File: src/rtl/fifo_rd_pkg.sv
// Shared types and constants for the FIFO read-side streamer.
// The FIFO_RD_STATS_EN build option is consumed by fifo_rd_streamer.
package fifo_rd_pkg;

    localparam int BUF_DEPTH          = 3;
    localparam int DATA_WIDTH_DEFAULT = 8;

    typedef logic [1:0] ptr_t;
    typedef logic [1:0] occ_t;

    // Circular increment over BUF_DEPTH entries (2 -> 0).
    function automatic ptr_t ptr_inc(input ptr_t p);
        return (p == ptr_t'(BUF_DEPTH - 1)) ? ptr_t'(0) : p + ptr_t'(1);
    endfunction

endpackage

File: src/rtl/fifo_rd_skid_q.sv
// Three-entry circular skid queue with push/pop, occupancy and head-of-queue data.
// The caller guarantees no push when full and no pop when empty.
module fifo_rd_skid_q
    import fifo_rd_pkg::*;
#(
    parameter int DATA_WIDTH = DATA_WIDTH_DEFAULT
) (
    input  logic                  clk,
    input  logic                  rst,
    input  logic                  push,
    input  logic [DATA_WIDTH-1:0] push_data,
    input  logic                  pop,
    output occ_t                  occ,
    output logic [DATA_WIDTH-1:0] head_data
);

    logic [DATA_WIDTH-1:0] mem_q [BUF_DEPTH];
    logic [DATA_WIDTH-1:0] mem_d [BUF_DEPTH];
    ptr_t                  head_q, head_d;
    ptr_t                  tail_q, tail_d;
    occ_t                  occ_q,  occ_d;

    // NOTE: every variable gets its hold value first, so no path leaves one unassigned (no latch).
    always_comb begin
        mem_d  = mem_q;
        head_d = head_q;
        tail_d = tail_q;
        occ_d  = occ_q;

        if (push) begin
            mem_d[tail_q] = push_data;
            tail_d        = ptr_inc(tail_q);
        end
        if (pop) begin
            head_d = ptr_inc(head_q);
        end

        case ({push, pop})
            2'b10:   occ_d = occ_q + occ_t'(1);
            2'b01:   occ_d = occ_q - occ_t'(1);
            default: occ_d = occ_q;
        endcase
    end

    // NOTE: storage is cleared on reset too, so the head word reads 0 out of reset.
    always_ff @(posedge clk) begin
        if (rst) begin
            for (int i = 0; i < BUF_DEPTH; i++) begin
                mem_q[i] <= '0;
            end
            head_q <= '0;
            tail_q <= '0;
            occ_q  <= '0;
        end else begin
            // NOTE: non-blocking updates so every flop samples the pre-edge values.
            mem_q  <= mem_d;
            head_q <= head_d;
            tail_q <= tail_d;
            occ_q  <= occ_d;
        end
    end

    assign occ       = occ_q;
    assign head_data = mem_q[head_q];

endmodule

File: src/rtl/fifo_rd_streamer.sv
// Drains syn_FIFO through rd_en/rd_data/rd_valid and presents the words on a valid/ready stream.
// Build option FIFO_RD_STATS_EN adds the 32-bit word_count handshake counter port.
module fifo_rd_streamer
    import fifo_rd_pkg::*;
#(
    parameter int DATA_WIDTH = DATA_WIDTH_DEFAULT
) (
    input  logic                  clk,
    input  logic                  rst,
    input  logic                  fifo_empty,
    output logic                  fifo_rd_en,
    input  logic [DATA_WIDTH-1:0] fifo_rd_data,
    input  logic                  fifo_rd_valid,
    output logic                  m_valid,
    input  logic                  m_ready,
    output logic [DATA_WIDTH-1:0] m_data,
    output logic                  err_unexp
`ifdef FIFO_RD_STATS_EN
    ,
    output logic [31:0]           word_count
`endif
);

    logic       inflight_q,  inflight_d;
    logic       err_unexp_q, err_unexp_d;
    occ_t       occ;
    logic [2:0] credit_used;
    logic       push;
    logic       pop;

    fifo_rd_skid_q #(
        .DATA_WIDTH (DATA_WIDTH)
    ) u_skid_q (
        .clk       (clk),
        .rst       (rst),
        .push      (push),
        .push_data (fifo_rd_data),
        .pop       (pop),
        .occ       (occ),
        .head_data (m_data)
    );

    // Credit counts queued plus in-flight words; m_ready never reaches fifo_rd_en.
    always_comb begin
        credit_used = {1'b0, occ} + {2'b00, inflight_q};
        fifo_rd_en  = !rst && !fifo_empty && (credit_used < 3'(BUF_DEPTH));
        m_valid     = (occ != occ_t'(0));
        pop         = m_valid && m_ready;
        push        = fifo_rd_valid && inflight_q;
        inflight_d  = fifo_rd_en;
        err_unexp_d = err_unexp_q || (fifo_rd_valid && !inflight_q);
    end

    always_ff @(posedge clk) begin
        if (rst) begin
            inflight_q  <= 1'b0;
            err_unexp_q <= 1'b0;
        end else begin
            inflight_q  <= inflight_d;
            err_unexp_q <= err_unexp_d;
        end
    end

    assign err_unexp = err_unexp_q;

`ifdef FIFO_RD_STATS_EN
    logic [31:0] word_count_q, word_count_d;

    always_comb begin
        word_count_d = word_count_q + (pop ? 32'd1 : 32'd0);
    end

    always_ff @(posedge clk) begin
        if (rst) begin
            word_count_q <= '0;
        end else begin
            word_count_q <= word_count_d;
        end
    end

    assign word_count = word_count_q;
`endif

endmodule

File: config.mk
export PLATFORM = sky130hd
export DESIGN_NAME = fifo_rd_streamer
export DESIGN_NICKNAME = d
export VERILOG_FILES = /design/src/rtl/fifo_rd_pkg.sv /design/src/rtl/fifo_rd_skid_q.sv /design/src/rtl/fifo_rd_streamer.sv
export SDC_FILE = /design/constraint.sdc
export NUM_CORES = 1
export LEC_CHECK = 0
export ABC_AREA = 1
export CAP_MARGIN = 20
export CELL_PAD_IN_SITES_DETAIL_PLACEMENT = 1
export CELL_PAD_IN_SITES_GLOBAL_PLACEMENT = 1
export CORE_MARGIN = 10
export CORE_UTILIZATION = 39
export DETAILED_ROUTE_END_ITERATION = 10
export PLACE_DENSITY = 0.78
export RECOVER_POWER = 25
export SLEW_MARGIN = 20
export SYNTH_ARGS = -nofsm -noshare
export SYNTH_HDL_FRONTEND = slang
export SYNTH_SLANG_ARGS = --single-unit
export TNS_END_PERCENT = 20
File: constraint.sdc
create_clock -name clk -period 2.7 [get_ports clk]
set_clock_uncertainty 0.1 [all_clocks]
set_input_delay 0.27 -clock clk [delete_from_list [all_inputs] [get_ports clk]]
set_output_delay 0.27 -clock clk [all_outputs]
set_load 0.03 [all_outputs]
==> out/qor.yml <==
grt:
  grt_max_degree: 29
  grt_util_all_layers_pct: 13.9
  gr-total-overflow: 0
  grt_use_met3_pct: 4.19
  grt_use_met1_pct: 15.5
  grt_pass1_wl_um: 7090
  antenna_found_initial: 0
  grt_pass1_vias: 1526
  grt.busiest_layer: "met2"
  grt.met2_usage_pct: 23.9
drt:
  vias: 1452
  avgViaCountPerCell: 4.96
  avgRoutedWirePerCell_um: 14.2
  drc: 0
  drt_iter0_drc: 53
  ant_nets: 0
  wl_um: 4170
  drt_first_pass_iters: 4
clock_network:
  cts_made_buffers: 5
  path_clk_slew_ns: 0.07
  cts_hold_buf: 0
  cts_tree: "built"
  root_buffer: "clkbuf_8"
  h-tree-depth: 2
  clk_latency_ns: 0.29
  post_cts_buffers: 0
  cts_resized: 0
  cts.sinks: 32
  cts_buffer_depth: 2
run:
  cap_violations: 0
sta:
  rsz0062_at_grt: "false"
  min_period_ns: 2.46
  worst_slack_ns: 0.245
  min_period_over_period_pct: 90.9
  tns_ns: 0
  max_freq_mhz: 407
  worst_pin_slew_ns: 1.19
  report.final.slew_viol_count: 0
  holdWs_ns: 0.376
  setup_violations: 0
  final_hold_viol_count: 0
  relSlewSlack_pct: 20.6
logic_synthesis:
  netlist_area_um2: 1460
  ys_warn_count: 0
  yosysTopAreaCellShare_pct: 43.8
  synth_area_leaders: "dfxtp_1 44%, nor2_1 17%, nand2_1 11%"
  yosysUniqueCellTypes: 20
  syn-num-nets: 234
  syn_avg_cell_area_um2: 6.72
  yosysSeqAreaShare_pct: 43.8
  yosys.area.top_type: "dfxtp_1"
  synth_seq_cells: 32
  synthCells: 218
placement:
  place_hpwl_um: 3020
  pre_cts_ws_ns: 0.419
  dp_cells: 286
  port_buffers: 23
  place_congestion: 0.749
worst_setup_path:
  arrival_ns: 2.09
  startpoint: "u_skid_q.head_q[1]"
  required_ns: 2.33
  rrSetupSlack_ns: 0.68
  crit_fanout: 11
  worstSetupStartpointType: "flop"
  crit_end: "m_data[4]"
  r2r_cells: 6
  endpoint_kind: "output port"
  reg2reg_from: "inflight_q"
  worstSetupPathType: "flop to output port"
  worst_r2r_endpoint: "u_skid_q.mem_q[17]"
cells_and_area:
  layout_common_cells: "67 x nor2_1, 44 x nand2_1, 32 x dfxtp_1, 26 x o21ai_0, 21 x clkdlybuf4s50_1"
  drive_above_1_share_pct: 6.12
  final_common_cell: "nor2_1"
  nFillCells: 497
  stdcell_count: 293
  layout.nets: 261
  area_delta_synth_final_pct: 24.6
  antenna_cells: 0
die:
  core_um2: 3630
  die_y_um: 81.3
  io_pins: 24
  initial_core_util_pct: 40.3
  die_x_um: 81.3
  die_area_um2: 6600
  num_rows: 22
hold_path:
  hold_path_class: "flop to flop"
outcome:
  status: "finished, final reports clean"
pwr:
  powerDensity_nw_per_um2: 630
  p_leak_nw: 0.765
  peakVddDrop_uv: 387
[power breakdown]
part | total [mW] | switching (mW) | internal, mW
Clock | 0.403 | 0.176 | 0.227
Combinational | 0.238 | 0.145 | 0.0930
Sequential | 0.509 | 0.0187 | 0.490
[registers in the layout, indices dropped and copies added (netlist names)]
| name | cells |
|---|---|
| err_unexp | 1 |
| u_skid_q.tail_q | 2 |
| u_skid_q.head_q | 2 |
| inflight_q | 1 |
| u_skid_q.occ | 2 |
| u_skid_q.mem_q | 24 |
[worst max-delay path, cell delays in order (launching register included)]
cell and delay [ns]:
dfxtp_1 0.61, inv_1 0.29, o21ai_0 0.21, o21ai_0 0.09, clkdlybuf4s50_1 0.61
[logic make-up (layout without fill, tap and decap cells)]
group	Yosys count	after routing	synth area share [%]
adders and majority gates	3	3	2.56
buffers and inverters	25	52	7.43
DFF	32	32	43.8
and+or+nand+nor	126	126	35.0
AOI/OAI and AO/OA	32	32	11.3
[per-layer routing]
layer	vias to the layer above	wire length (um)	part of all wire, %
met1	686	1810	43
li1	736	-	-
met4	0	68	1.6
met2	24	2130	51
met3	6	159	3.8
met5	-	0	0
[metrics by stage]
step	total power [mW]	utilization, %	area (um2)
final	1.15	50.2	1820
after global routing	1.22	50.2	1820
after detailed placement	0.763	47.8	1740
after global placement	0.750	47.8	1740
after CTS	1.17	50.4	1830
after floorplan	0.659	-	1460
[cell type report]
cell class	count	area, um2	area share [%]
Sequential cell	32	641	35.1
Timing Repair Buffer	24	234	12.8
Inverter	21	81.3	4.46
Multi-Input combinational cell	161	712	39.0
Clock buffer	7	96.3	5.28
Tap cell	48	60.1	3.29
[synth_stat cells]
library cell  count
nor2_2            1
nand4_1           1
inv_2             1
nor2_1           67
clkinv_2          1
buf_6             1
inv_1            17
nand2_1          43
nand2_2           3
nor3_1            1
nand3_1           8
a21boi_0          2
dfxtp_1          32
ha_1              3
nor2_4            2
buf_2             3
inv_4             1
a21oi_1           4
o21ai_0          26
clkinv_1          1
[worst min-delay path by stage]
stage,startpoint,depth (start not counted),end
after floorplan,rst,1,u_skid_q.tail_q[0]
after global placement,u_skid_q.mem_q[9],2,u_skid_q.mem_q[9]
after detailed placement,u_skid_q.mem_q[11],2,u_skid_q.mem_q[11]
after CTS,u_skid_q.mem_q[11],2,u_skid_q.mem_q[11]
after global routing,u_skid_q.mem_q[14],2,u_skid_q.mem_q[14]
final,u_skid_q.mem_q[9],2,u_skid_q.mem_q[9]
Power figures use the tool's default switching activity.
